[config.mk]
export PLATFORM = sky130hd
export DESIGN_NAME = hni_qos_req_issue
export DESIGN_NICKNAME = d
export VERILOG_FILES = /design/src/rtl/hni_qos_req_issue.sv
export SDC_FILE = /design/constraint.sdc
export NUM_CORES = 1
export LEC_CHECK = 0
export CELL_PAD_IN_SITES_DETAIL_PLACEMENT = 1
export CELL_PAD_IN_SITES_GLOBAL_PLACEMENT = 2
export CORE_ASPECT_RATIO = 0.7
export CORE_MARGIN = 3
export CORE_UTILIZATION = 23
export CTS_CLUSTER_DIAMETER = 100
export DETAILED_ROUTE_END_ITERATION = 16
export PLACE_DENSITY_LB_ADDON = 0.2
export SLEW_MARGIN = 20
export SYNTH_ARGS = -nofsm -noshare
export SYNTH_HDL_FRONTEND = slang
export SYNTH_SLANG_ARGS = --single-unit
[constraint.sdc]
create_clock -name clk -period 1.7 [get_ports clk]
set_input_delay 0.17 -clock clk [delete_from_list [all_inputs] [get_ports clk]]
set_output_delay 0.17 -clock clk [all_outputs]
set_load 0.005 [all_outputs]
[src/rtl/hni_qos_req_issue.sv]
// Pending-request tracker and issue FSM for HNI RNF MSHR entries.
// Pending entries are offered to an external selector; the chosen entry is issued downstream with a valid/ready handshake.
module hni_qos_req_issue #(
  parameter int HNI_MSHR_RNF_NUM_PARAM = 16,
  localparam int ENTRIES_NUM = HNI_MSHR_RNF_NUM_PARAM,
  localparam int IDX_W = (ENTRIES_NUM > 1) ? $clog2(ENTRIES_NUM) : 1
) (
  input  logic                   clk,
  input  logic                   rst,
  input  logic                   alloc_valid,
  input  logic [IDX_W-1:0]       alloc_entry,
  output logic [ENTRIES_NUM-1:0] req_entry_vec,
  output logic                   upd_start_entry,
  input  logic [ENTRIES_NUM-1:0] req_entry_ptr_sel,
  output logic                   issue_valid,
  output logic [IDX_W-1:0]       issue_entry_idx,
  input  logic                   issue_ready,
  output logic                   alloc_err
);

  localparam logic [1:0] IDLE  = 2'd0;
  localparam logic [1:0] SEL   = 2'd1;
  localparam logic [1:0] ISSUE = 2'd2;

  localparam logic [IDX_W:0] ENTRIES_LIM = (IDX_W + 1)'(ENTRIES_NUM);

  logic [1:0]             state_q;
  logic [ENTRIES_NUM-1:0] pending_q;
  logic [ENTRIES_NUM-1:0] set_mask;
  logic [ENTRIES_NUM-1:0] clr_mask;
  logic [ENTRIES_NUM-1:0] pending_cleared;
  logic [IDX_W-1:0]       sel_idx;
  logic                   alloc_in_range;
  logic                   alloc_dup;
  logic                   handshake;

  assign alloc_in_range  = ({1'b0, alloc_entry} < ENTRIES_LIM);
  assign handshake       = issue_valid & issue_ready;
  assign req_entry_vec   = pending_q;
  assign issue_valid     = (state_q == ISSUE);
  assign upd_start_entry = (state_q == IDLE) & (|pending_q);

  always_comb begin
    set_mask = '0;
    clr_mask = '0;
    if (alloc_valid && alloc_in_range) set_mask[alloc_entry] = 1'b1;
    if (handshake) clr_mask[issue_entry_idx] = 1'b1;
  end

  // The issue clear is applied first, so an alloc to the entry being retired is legal and re-arms it.
  assign pending_cleared = pending_q & ~clr_mask;
  assign alloc_dup       = alloc_valid & alloc_in_range & (|(pending_cleared & set_mask));

  always_comb begin
    sel_idx = '0;
    for (int i = ENTRIES_NUM - 1; i >= 0; i--) begin
      if (req_entry_ptr_sel[i]) sel_idx = i[IDX_W-1:0];
    end
  end

  always_ff @(posedge clk or posedge rst) begin
    if (rst) begin
      pending_q <= '0;
      alloc_err <= 1'b0;
    end else begin
      pending_q <= pending_cleared | set_mask;
      if (alloc_dup) alloc_err <= 1'b1;
    end
  end

  // One selector strobe per round; an empty selection abandons the round.
  always_ff @(posedge clk or posedge rst) begin
    if (rst) begin
      state_q         <= IDLE;
      issue_entry_idx <= '0;
    end else begin
      case (state_q)
        IDLE: if (|pending_q) state_q <= SEL;
        SEL: begin
          if (|req_entry_ptr_sel) begin
            issue_entry_idx <= sel_idx;
            state_q         <= ISSUE;
          end else begin
            state_q <= IDLE;
          end
        end
        ISSUE: if (issue_ready) state_q <= IDLE;
        default: state_q <= IDLE;
      endcase
    end
  end

endmodule

==> flow_metrics.tcl, run 1 <==
set metrics [dict create \
    status "complete, but fails checks" \
    violations "setup timing" \
    crit_required_ns 1.84 \
    hp-class "in -> async" \
    syn_area_um2 1375 \
    io_buffer_count 46 \
    grt_max_degree 24 \
    whs_ns 0.2526 \
    drc 0 \
    tns_ns -0.1428 \
    coreArea_um2 5505 \
    grt_antenna_before_repair 0 \
    pwr-share-seq 0.323 \
    avgSynthCellArea_um2 8.488 \
    crit_path_max_incr_delay_ns 0.48 \
    critPathMaxFanout 8 \
    start_util 0.2498 \
    first_global_vias 1843 \
    period_needed_ns 1.843 \
    slew_violations 0 \
    crit_chain "or3b_4 > or3_4 > a32oi_2 > o22a_1 > o2111ai_1" \
    skew_ns 0.005229 \
    fmax_mhz 542.6 \
    clkSlewWorstSetupHoldPaths_ns 0.09 \
    area_growth_pct 82.26 \
    pin_count 47 \
    grt_overflow 0 \
    crit_path_end_kind "flip-flop" \
    stdcell_count 338 \
    drt_iter0_markers 46 \
    arrival_ns 1.99 \
    tightestPinTransition_ns 0.4556 \
    numCtsBuffers 3 \
    dpl.hpwl_um 4735 \
    fp-row-count 22 \
    gp_congestion 0.9320 \
    switchingPower_mw 1.240 \
    ys_seq_elements 23 \
    yosys.area.top_type_share 0.4186 \
    multiInputGateArea_um2 864.6 \
    cts_root_buffer "clkbuf_8" \
    yosysWarningCount 0 \
    clock_power_share 0.109 \
    hold_viol_final 0 \
    syn-instance-count 162 \
    final_common_cell "buf_4" \
    grt_pass1_wl_um 9625 \
    post_drt_wl_per_cell_um 17.63 \
    dp.cells 328 \
    seq_area_frac_synth 0.4186 \
    seq_area_um2 578.1 \
    ir_worst_vdd_v 0.0006704 \
    post-route-cell-area_um2 2506 \
    p_comb_frac 0.567 \
    mostFrequentLayoutCells "buf_4, clkdlybuf4s50_1, dfrtp_1" \
    p_leak_nw 1.029 \
    drt_wl_total_um 5959 \
    cp_slowest_cell "or3b_4" \
    rsz0062_at_grt "yes" \
    grtUsageTotal 0.1718 \
    maxCapViolations 0 \
    antenna_left 0 \
    synth_area_leader_cell "dfrtp_1" \
    max_slew_margin 0.6935 \
    fin_crit_sh 1.084 \
    layout-drive-gt1-share 0.3271 \
    place_area_um2 2300 \
    cts_htree_levels 1 \
    fin_nets 291 \
    via_per_inst 5.050 \
    dr.pass1.iters 4 \
    setup-violations-final 1 \
    switching_share 0.3770 \
    die_h_um 70.69 \
    dpl_worst_slack_ns -0.4097 \
    fin_ws_ns -0.1428 \
    p_int_mw 2.050 \
    async_flop_share 1.000 \
    cts_tree "done" \
    cts_sinks 23 \
    critical_path_class "reg -> reg" \
    insertedDiodeCount 0 \
    synthTopCellsByArea "dfrtp_1, o21ai_0, nand2_1, nor4_1, o31ai_1" \
    synthFlopType "dfrtp_1" \
    fill_cells 650 \
    syn_nets 186 \
    die_w_um 98.42 \
    power_density_nw_per_um2 1313 \
    synth-edff-count 0 \
    cp-start-kind "flip-flop" \
    synth.distinct_cells 43 \
    clockBufferDepth 2 \
    vias 1707 \
    die_area_um2 6957 \
    insertion_delay_ns 0.27 \
]
==> per-layer routing <==
metal	track usage	part of all wire
met5	0	0
met2	0.2794	0.45
met4	0.01364	0.0022
met3	0.03547	0.052
met1	0.2461	0.49
==> power by group through the flow <==
stage / Combinational [mW] / Sequential (mW) / Clock (mW)
final: 1.87 / 1.06 / 0.359
after global routing: 2.03 / 1.10 / 0.392
after CTS: 1.82 / 1.04 / 0.364
after detailed placement: 1.71 / 1.02 / 0
after global placement: 1.68 / 1.01 / 0
after floorplan: 0.546 / 0.985 / 0
==> synthesized netlist by cell type (2+ instances only) <==
master,instances
nand2_1,18
nor4_1,8
or2_2,3
dfrtp_1,23
o32a_1,2
nand3_1,3
o31ai_1,6
nor3_1,6
nand4b_1,2
nand3b_1,3
nand2b_1,6
o21bai_1,2
clkbuf_1,3
or4_1,2
nor2_1,11
o41ai_1,3
nor3b_1,2
o21ai_0,16
a21oi_1,6
nor2b_1,4
inv_1,10
o22ai_1,2
==> through the flow <==
stage / utilization / total power [mW]
after floorplan: - / 1.530
after global placement: 0.4177 / 2.682
after detailed placement: 0.4177 / 2.727
after CTS: 0.4441 / 3.217
after global routing: 0.4552 / 3.517
final: 0.4552 / 3.290
==> worst max-delay path: cells and delay by family (launching register included) <==
family	cells	cell delay, ns
AO/OA/AOI/OAI	3	0.45
AND/OR/NAND/NOR	2	0.84
flip-flops	1	0.42
==> final cells by class <==
cell class,count,share of cell area
Sequential cell,23,0.2307
Inverter,10,0.01498
Tap cell,72,0.03595
Multi-Input combinational cell,125,0.3450
Timing Repair Buffer,104,0.3550
Clock inverter,1,0.001997
Clock buffer,3,0.01648
==> sequential cells by signal, summed over array words and instances, names as in the netlist <==
signal	count
issue_entry_idx	4
req_entry_vec	16
alloc_err	1
state_q	2
==> cells by family (layout without fill, tap and decap cells) <==
group	Yosys count	in the layout	synth area share
compound gates	48	48	0.2311
buf+inv	14	118	0.03913
flops	23	23	0.4186
simple gates	77	77	0.3112
==> final timing paths <==
kind	start	to	slack, ns	cells past startpoint
max	state_q[0]	alloc_err	-0.14	5
min	rst	state_q[0]	0.25	3
max reg2reg	state_q[0]	alloc_err	-0.14	5
min reg2reg	state_q[1]	state_q[0]	0.56	2
max in group asynchronous	rst	issue_entry_idx[0]	1.18	3
min in group clk	state_q[1]	state_q[0]	0.56	2
==> timing repair <==
item | CTS | global route
pin swaps | 4 | 3
hold buffers | 0 | 0
hold endpoints to repair | 0 | 0
setup buffers | 3 | 3
gates resized for setup | 19 | 9
setup endpoints to repair | 9 | 6
No activity file was read; power rests on OpenSTA's default activity.
==> inputs of run 2 (changes only) <==
SLEW_MARGIN = 5   (was 20)
==> results of run 2 <==
Final layout, timing and power as in run 1 (identical DEF).
